[src/rtl/addsub_arbiter.sv]
// Round-robin arbiter in front of one shared WIDTH-bit adder/subtractor.
// Two requesters issue operations over valid/ready; results return tagged with the requester ID.
module addsub_arbiter #(
  parameter int WIDTH = 4
) (
  input  logic             clk,
  input  logic             rst,
  input  logic             req0_valid,
  output logic             req0_ready,
  input  logic [WIDTH-1:0] req0_a,
  input  logic [WIDTH-1:0] req0_b,
  input  logic             req0_mode,
  input  logic             req1_valid,
  output logic             req1_ready,
  input  logic [WIDTH-1:0] req1_a,
  input  logic [WIDTH-1:0] req1_b,
  input  logic             req1_mode,
  output logic             res_valid,
  input  logic             res_ready,
  output logic [WIDTH-1:0] res_s,
  output logic             res_cout,
  output logic             res_ovf,
  output logic             res_id,
  output logic             busy
);

  typedef enum logic [1:0] {
    IDLE = 2'd0,
    EXEC = 2'd1,
    OUT  = 2'd2
  } state_t;

  state_t           state;
  logic             prio;
  logic [WIDTH-1:0] op_a;
  logic [WIDTH-1:0] op_b;
  logic             op_mode;
  logic             op_id;
  logic             grant0;
  logic             grant1;
  logic [WIDTH-1:0] b_eff;
  logic [WIDTH:0]   sum;
  logic             ovf;

  // Grant is combinational so the winner sees ready in the same cycle as its valid.
  always_comb begin
    grant0 = 1'b0;
    grant1 = 1'b0;
    if (state == IDLE && !rst) begin
      if (req0_valid && (!req1_valid || !prio))
        grant0 = 1'b1;
      else if (req1_valid)
        grant1 = 1'b1;
    end
  end

  assign req0_ready = grant0;
  assign req1_ready = grant1;
  assign busy       = (state != IDLE);

  // Subtraction is A + ~B + 1; overflow is judged on the effective (inverted) B operand.
  assign b_eff = op_b ^ {WIDTH{op_mode}};
  assign sum   = {1'b0, op_a} + {1'b0, b_eff} + {{WIDTH{1'b0}}, op_mode};
  assign ovf   = (op_a[WIDTH-1] == b_eff[WIDTH-1]) && (sum[WIDTH-1] != op_a[WIDTH-1]);

  always_ff @(posedge clk or posedge rst) begin
    if (rst) begin
      state     <= IDLE;
      prio      <= 1'b0;
      op_a      <= '0;
      op_b      <= '0;
      op_mode   <= 1'b0;
      op_id     <= 1'b0;
      res_valid <= 1'b0;
      res_s     <= '0;
      res_cout  <= 1'b0;
      res_ovf   <= 1'b0;
      res_id    <= 1'b0;
    end else begin
      case (state)
        IDLE: begin
          if (grant0) begin
            op_a    <= req0_a;
            op_b    <= req0_b;
            op_mode <= req0_mode;
            op_id   <= 1'b0;
            state   <= EXEC;
          end else if (grant1) begin
            op_a    <= req1_a;
            op_b    <= req1_b;
            op_mode <= req1_mode;
            op_id   <= 1'b1;
            state   <= EXEC;
          end
        end
        EXEC: begin
          res_s     <= sum[WIDTH-1:0];
          res_cout  <= sum[WIDTH];
          res_ovf   <= ovf;
          res_id    <= op_id;
          res_valid <= 1'b1;
          state     <= OUT;
        end
        OUT: begin
          if (res_ready) begin
            res_valid <= 1'b0;
            prio      <= ~res_id;
            state     <= IDLE;
          end
        end
        default: state <= IDLE;
      endcase
    end
  end

endmodule

[config.mk]
export PLATFORM = sky130hd
export DESIGN_NAME = addsub_arbiter
export DESIGN_NICKNAME = d
export VERILOG_FILES = /design/src/rtl/addsub_arbiter.sv
export SDC_FILE = /design/constraint.sdc
export NUM_CORES = 1
export LEC_CHECK = 0
export CAP_MARGIN = 20
export CORE_MARGIN = 8
export CORE_UTILIZATION = 48
export DETAILED_ROUTE_END_ITERATION = 7
export MAX_ROUTING_LAYER = met4
export PLACE_DENSITY_LB_ADDON = 0.3
export SETUP_SLACK_MARGIN = 0.1
export SYNTH_ARGS = -nofsm -noshare
export SYNTH_HDL_FRONTEND = slang
export SYNTH_SLANG_ARGS = --single-unit
[constraint.sdc]
create_clock -name clk -period 4.7 [get_ports clk]
set_clock_uncertainty 0.15 [all_clocks]
set_input_delay 0.705 -clock clk [delete_from_list [all_inputs] [get_ports clk]]
set_output_delay 0.705 -clock clk [all_outputs]
set_load 0.01 [all_outputs]
* After elaboration in Yosys (flattened, before gate mapping)
Cells that the tools add are included.
** Storage, ports and cells
- Bits of input ports :: 23
- Flip-flop bits (word level) :: 21
- Output and inout bits :: 11
** Operators by class
- Bitwise gates (word level) :: 2
- Mux-type cells :: 19
- Add/sub/neg operators :: 2
- Equal/unequal tests :: 6
- Reductions and logical operators :: 15
** Operator list (number)
- $mux W4 :: 4
- $mux W1 :: 10
- $reduce_and A2 Y1 :: 4
- $mux W2 :: 3
- $pmux W2 S3 :: 1
- $reduce_bool A2 Y1 :: 3
- $add A4 B4 Y5 :: 1
- $add A5 B1 Y5 :: 1
- $xor A4 B4 Y4 :: 1
- $logic_and A1 B1 Y1 :: 3
- $logic_not A1 Y1 :: 3
- $ne A3 B3 Y1 const B :: 1
- $eq A2 B1 Y1 const B :: 1
- $eq A2 B2 Y1 const B :: 1
- $logic_not A2 Y1 :: 1
- $ne A2 B2 Y1 const B :: 1
- $pmux W1 S2 :: 1
- $eq A1 B1 Y1 :: 1
- $logic_or A1 B1 Y1 :: 1
- $ne A1 B1 Y1 :: 1
- $not A1 Y1 :: 1

* Depth between registers and ports, before layout
Gate-level depths: netlist (run 1).
- Depth after elaboration :: 8
- Gate-level depth with buffers :: 6
- Depth with buffers taken out :: 6

* Least setup slack after synthesis (run 1)
OpenSTA, ideal clock, no wires.
- Path kind :: input -> output
- From :: input rst
- To :: output req0_ready
- Arrival time :: 1250 ps
- Path slack :: 2595 ps
- Stages on the path :: 4
- Path through :: nor3_4 > nand3_4 > clkinv_2 > buf_6
** Between the ends
- Cells in the longest elaborated chain, start to end :: 3
** Ends and longest elaborated chain
- from (decl) :: RTL line 7 : input logic rst,
- $logic_not A1 Y1 (no line)
- $logic_and A1 B1 Y1 :: RTL line 49 : if (state == IDLE && !rst) begin
- $mux W1 :: RTL line 49
- to (decl) :: RTL line 9 : output logic req0_ready,
Every way passes these cells.

* Final worst setup path (run 1)
Ends and elaborated chain as after synthesis.

==> out/metrics.yaml, run 1 <==
status: "finished clean"
clkLatencyLatePin_ns: 0.30
antenna_left: 0
max-slew-margin-rel_pct: 48.2
maxCapViolCount: 0
finalNonFillerCells: 164
start_util_pct: 49.4
p_leak_nw: 0.636
critPathLaunch: "rst"
ys_seq_elements: 21
whs_ns: 0.341
wire_per_inst_um: 14.1
num_antenna_cells: 0
final_core_util_pct: 66.9
grt_util_all_layers_pct: 12.3
io_pins: 34
hold_path.startpoint: "res_s[2]$_DFFE_PP0P_"
wl_mm: 2.32
drive_above_1_share_pct: 9.56
p_seq_share_pct: 38.2
vias_per_cell: 5.21
clkSinkCount: 21
rows: 17
fin_crit_ns: 3.19
worst_pin_slew_ns: 0.776
path_class: "in2out"
final_cell_mix: "clkdlybuf4s50_1, dfrtp_1, nand2_1"
cts_setup_buffers: 0
nNetsFinal: 164
numPortBuffers: 33
synthTopCellsByArea: "dfrtp_1, a2bb2oi_1, a21oi_1, nand2_1, xor2_1"
hold_path_class: "reg2reg"
seq_area_frac_synth_pct: 49.5
tritoncts: "yes"
chipHeight_um: 63.0
ys_types: 25
areaGrowthSynthToFinish_pct: 35.5
internal_power_uw: 537
synthesis.area_sq_um: 1060
timing.fmax_mhz: 313
clk_pin_slew_ns: 0.12
ys.warnings.count: 0
cts_htree_levels: 1
dp.cells: 160
dpl_cell_area_sq_um: 1410
syn_nets: 128
syn_area_per_cell_sq_um: 10.5
swShare_pct: 37.3
drt_first_iter_violations: 6
post-route-drc-count: 0
cp-start-kind: "input pin"
grt-ovfl-total: 0
period_share_pct: 67.9
synth.top_cell.area_share_pct: 49.5
power.density_nw_per_um2: 595
ir_drop_mv: 0.315
max-clock-path-buffers: 2
dr.pass1.iters: 4
hold_buffers: 0
finalWorstSetupSlack_ns: 1.51
netSwitchingPower_uw: 319
rsz0062_at_grt: "no"
gp_congestion: 0.770
synthCells: 101
setup_viol: 0
endpoint_kind: "output pin"
grt_pass1_wl_mm: 3.95
grt_max_degree: 22
combPwrFrac_pct: 51.8
setup_tns_ns: 0
critical_path_arrival_ns: 2.34
final_common_cell: "clkdlybuf4s50_1"
die-area_sq_um: 3970
finalHoldViolations: 0
worstPathRequired_ns: 3.85
dp_slack_ns: 1.50
core_area_sq_um: 2150
finalPower_uw: 856
post_cts_resized: 0
design_area_sq_um: 1440
grt_antenna_before_repair: 0
yosysTopAreaCell: "dfrtp_1"
slew_viol_final: 0
grt_pass1_vias: 919
clockPowerShare_pct: 9.9
die_x_um: 63.0
crit_fanout: 11
numCtsBuffers: 3
cts-root-buf: "clkbuf_4"
hpwl_mm: 1.86
via_count: 854
reg2reg_from: "op_mode$_DFFE_PP0P_"
[cell usage after synthesis (all sizes together)]
cell type	number
mux2	3
nand3	1
xnor2	2
nand2b	1
a21oi	13
a21o	2
dfrtp	21
nor3	1
clkbuf	1
clkinv	1
inv	4
or2b	1
nand2	17
a2bb2oi	9
o31ai	1
buf	1
nor2	2
fa	1
ha	3
xor2	5
or2	2
o21ai	8
a31oi	1
[power groups by stage]
stage          Clock [mW]  Combinational (mW)  Sequential, mW
2_1_floorplan           0               0.290           0.329
3_3_place_gp            0               0.429           0.326
3_5_place_dp            0               0.449           0.330
4_1_cts            0.0875               0.451           0.327
5_1_grt            0.0947               0.497           0.338
6_report           0.0852               0.444           0.327
[per-layer routing]
metal / vias up / global-route usage [%] / part of all wire [%]
met5: - / - / 0
met4: 0 / 5.13 / 0.60
met3: 2 / 3.41 / 5.9
met2: 23 / 20.4 / 49
met1: 406 / 13.4 / 45
li1: 423 / - / -
[final timing paths]
path / slack (ns) / depth (start not counted) / end
worst max register to register: 2.73 / 6 / res_ovf$_DFFE_PP0P_
worst max-delay path: 1.51 / 5 / req0_ready
max in group asynchronous: 3.14 / 2 / op_b[3]$_DFFE_PP0P_
worst min-delay path: 0.34 / 2 / res_s[2]$_DFFE_PP0P_
min in group asynchronous: 0.78 / 2 / res_ovf$_DFFE_PP0P_
worst min register to register: 0.34 / 2 / res_s[2]$_DFFE_PP0P_
[cell families (layout without fill, tap and decap cells)]
group | after synthesis | in the layout | share of synthesized area [%]
buffers and inverters | 7 | 42 | 3.30
DFF | 21 | 21 | 49.5
xor gates and xnor gates | 7 | 7 | 5.78
muxes | 3 | 3 | 3.18
adders and majority gates | 4 | 4 | 5.42
and+or+nand+nor | 25 | 25 | 12.4
AOI/OAI and AO/OA | 34 | 34 | 20.4
[cell type report]
class,instances,area (sq um)
Clock buffer,4,26.3
Inverter,5,20.0
Multi-Input combinational cell,73,500
Sequential cell,21,526
Fill cell,185,711
Tap cell,28,35.0
Timing Repair Buffer,33,330
[registers in the layout (all words and copies together) (netlist names)]
signal     count
res_valid      1
res_ovf        1
res_cout       1
op_id          1
prio           1
res_id         1
op_a           4
op_b           4
op_mode        1
res_s          4
state          2
[worst max-delay path, stage by stage]
cell,delay [ns]
clkdlybuf4s50_1,0.46
nor3_4,0.25
nand3_4,0.18
clkinv_2,0.17
clkdlybuf4s50_1,0.57
No activity file was read; power rests on OpenSTA's default activity.
==> inputs of run 2 (changes only) <==
CORE_UTILIZATION = 45   (was 48)
clock period = 3.25 ns   (was 4.7 ns; I/O delays follow)
==> run 2 against run 1 <==
Effect of this change: core utilization shrank 1.9 points; clock-buffer cell count unchanged; global-route usage decreased by 0.074 points; critical path type unchanged; critical path depth did not move; cell area is the same; sequential power increased by 43%; flip-flop and latch count did not move; first-iteration DRC count rose by 67%; clock power is 46% higher; worst setup slack got worse by 0.99 ns.
==> out/metrics.yaml, run 2 (same netlist as run 1, synthesis figures left out) <==
clkSinkCount: 21
finalHoldViolations: 0
post_cts_resized: 0
ir_drop_mv: 0.481
numCtsBuffers: 3
hold_buffers: 0
reg2reg_from: "op_mode$_DFFE_PP0P_"
fillers: 185
chipHeight_um: 64.6
p_leak_nw: 0.636
vias_per_cell: 5.21
die_x_um: 64.6
rows: 17
slew_viol_final: 0
finalPower_mw: 1.23
final_cell_mix: "clkdlybuf4s50_1, dfrtp_1, nand2_1"
power.density_nw_per_um2: 859
rrSetupSlack_ns: 1.24
gp_congestion: 0.762
num_antenna_cells: 0
wire_per_inst_um: 14.3
hpwl_mm: 1.87
max-slew-margin-rel_pct: 48.0
whs_ns: 0.339
path_class: "in2out"
areaGrowthSynthToFinish_pct: 35.5
timing.fmax_mhz: 366
worst_pin_slew_ns: 0.779
grt_antenna_before_repair: 0
grt_pass1_vias: 902
grt_util_met2_pct: 18.6
netSwitchingPower_uw: 458
cts_htree_levels: 1
hold_path_class: "reg2reg"
rsz0062_at_grt: "no"
grtUsageMet3_pct: 3.61
ff2ff_path_depth: 6
grt_util_all_layers_pct: 12.2
endpoint_kind: "output pin"
timing.rr.end: "res_ovf$_DFFE_PP0P_"
grt_pass1_wl_mm: 4.12
hold_path.startpoint: "res_s[2]$_DFFE_PP0P_"
setup_viol: 0
nNetsFinal: 164
grt_use_met1_pct: 15.0
final_core_util_pct: 65.0
max-clock-path-buffers: 2
core_area_sq_um: 2210
worstPathRequired_ns: 2.61
swShare_pct: 37.1
setup_tns_ns: 0
numPortBuffers: 33
finalNonFillerCells: 164
tritoncts: "yes"
critical_path_arrival_ns: 2.10
start_util_pct: 48.0
status: "finished clean"
post-route-drc-count: 0
period_share_pct: 84.1
dp.cells: 160
clk_pin_slew_ns: 0.11
busiest_layer: "met2"
final_common_cell: "clkdlybuf4s50_1"
grt_max_degree: 22
fin_crit_ns: 2.73
drive_above_1_share_pct: 9.56
critPathCapture: "req0_ready"
combPwrFrac_pct: 51.9
grt-ovfl-total: 0
cts-root-buf: "clkbuf_4"
io_pins: 34
antenna_left: 0
reg.largest.list: "op_a: 4 flops, op_b: 4 flops, res_s: 4 flops"
internal_power_uw: 776
wl_mm: 2.34
crit_fanout: 11
critPathLaunch: "rst"
die-area_sq_um: 4170
maxCapViolCount: 0
dr.pass1.iters: 4
cts_setup_buffers: 0
via_count: 855
p_seq_share_pct: 38.0
cp-start-kind: "input pin"
clockPowerShare_pct: 10.0
drt_first_iter_violations: 10
clkLatencyLatePin_ns: 0.30
## run 2: cell counts in the layout (fill, tap and decap cells not counted)
No cell type changed its count.
## run 2: critical path, stage by stage
cell             delay [ns]
clkdlybuf4s50_1        0.46
nor3_4                 0.24
nand3_4                0.18
clkinv_2               0.17
clkdlybuf4s50_1        0.56
## run 2: per-stage QoR
step                      instance area (sq um)  worst slack [ns]
after floorplan                            1060              1.44
after global placement                     1410             0.536
after detailed placement                   1410             0.506
after CTS                                  1440             0.497
after global routing                       1440             0.392
final                                      1440             0.515
## run 2: power by group through the flow
stage	Combinational [mW]	Sequential (mW)	Clock [mW]
finish	0.641	0.469	0.124
global route	0.713	0.488	0.142
CTS	0.652	0.470	0.129
detailed placement	0.650	0.474	0
global placement	0.622	0.471	0
floorplan	0.419	0.476	0
## run 2: how the worst min path moves through the flow
stage                           endpoint  slack [ns]  depth (start not counted)
detailed placement  res_s[2]$_DFFE_PP0P_        0.32                          2
finish              res_s[2]$_DFFE_PP0P_        0.34                          2
floorplan            op_a[0]$_DFFE_PP0P_        0.31                          1
global placement    res_cout$_DFFE_PP0P_        0.31                          2
CTS                 res_s[2]$_DFFE_PP0P_        0.35                          2
global route         res_ovf$_DFFE_PP0P_        0.38                          2
## run 2: final cells by class
| type | count | area, sq um | area share, % |
|---|---|---|---|
| inverter | 5 | 20.0 | 1.39 |
| tap | 28 | 35.0 | 2.44 |
| multi-input combinational | 73 | 500 | 34.8 |
| timing repair buffer | 33 | 330 | 23.0 |
| clock buffer | 4 | 26.3 | 1.83 |
| sequential | 21 | 526 | 36.6 |
## run 2: per-layer routing
| layer | share of wire (%) | wire (um) |
|---|---|---|
| met2 | 46 | 1080 |
| met1 | 47 | 1100 |
| met4 | 1.1 | 26 |
| met5 | 0 | 0 |
| met3 | 5.9 | 138 |
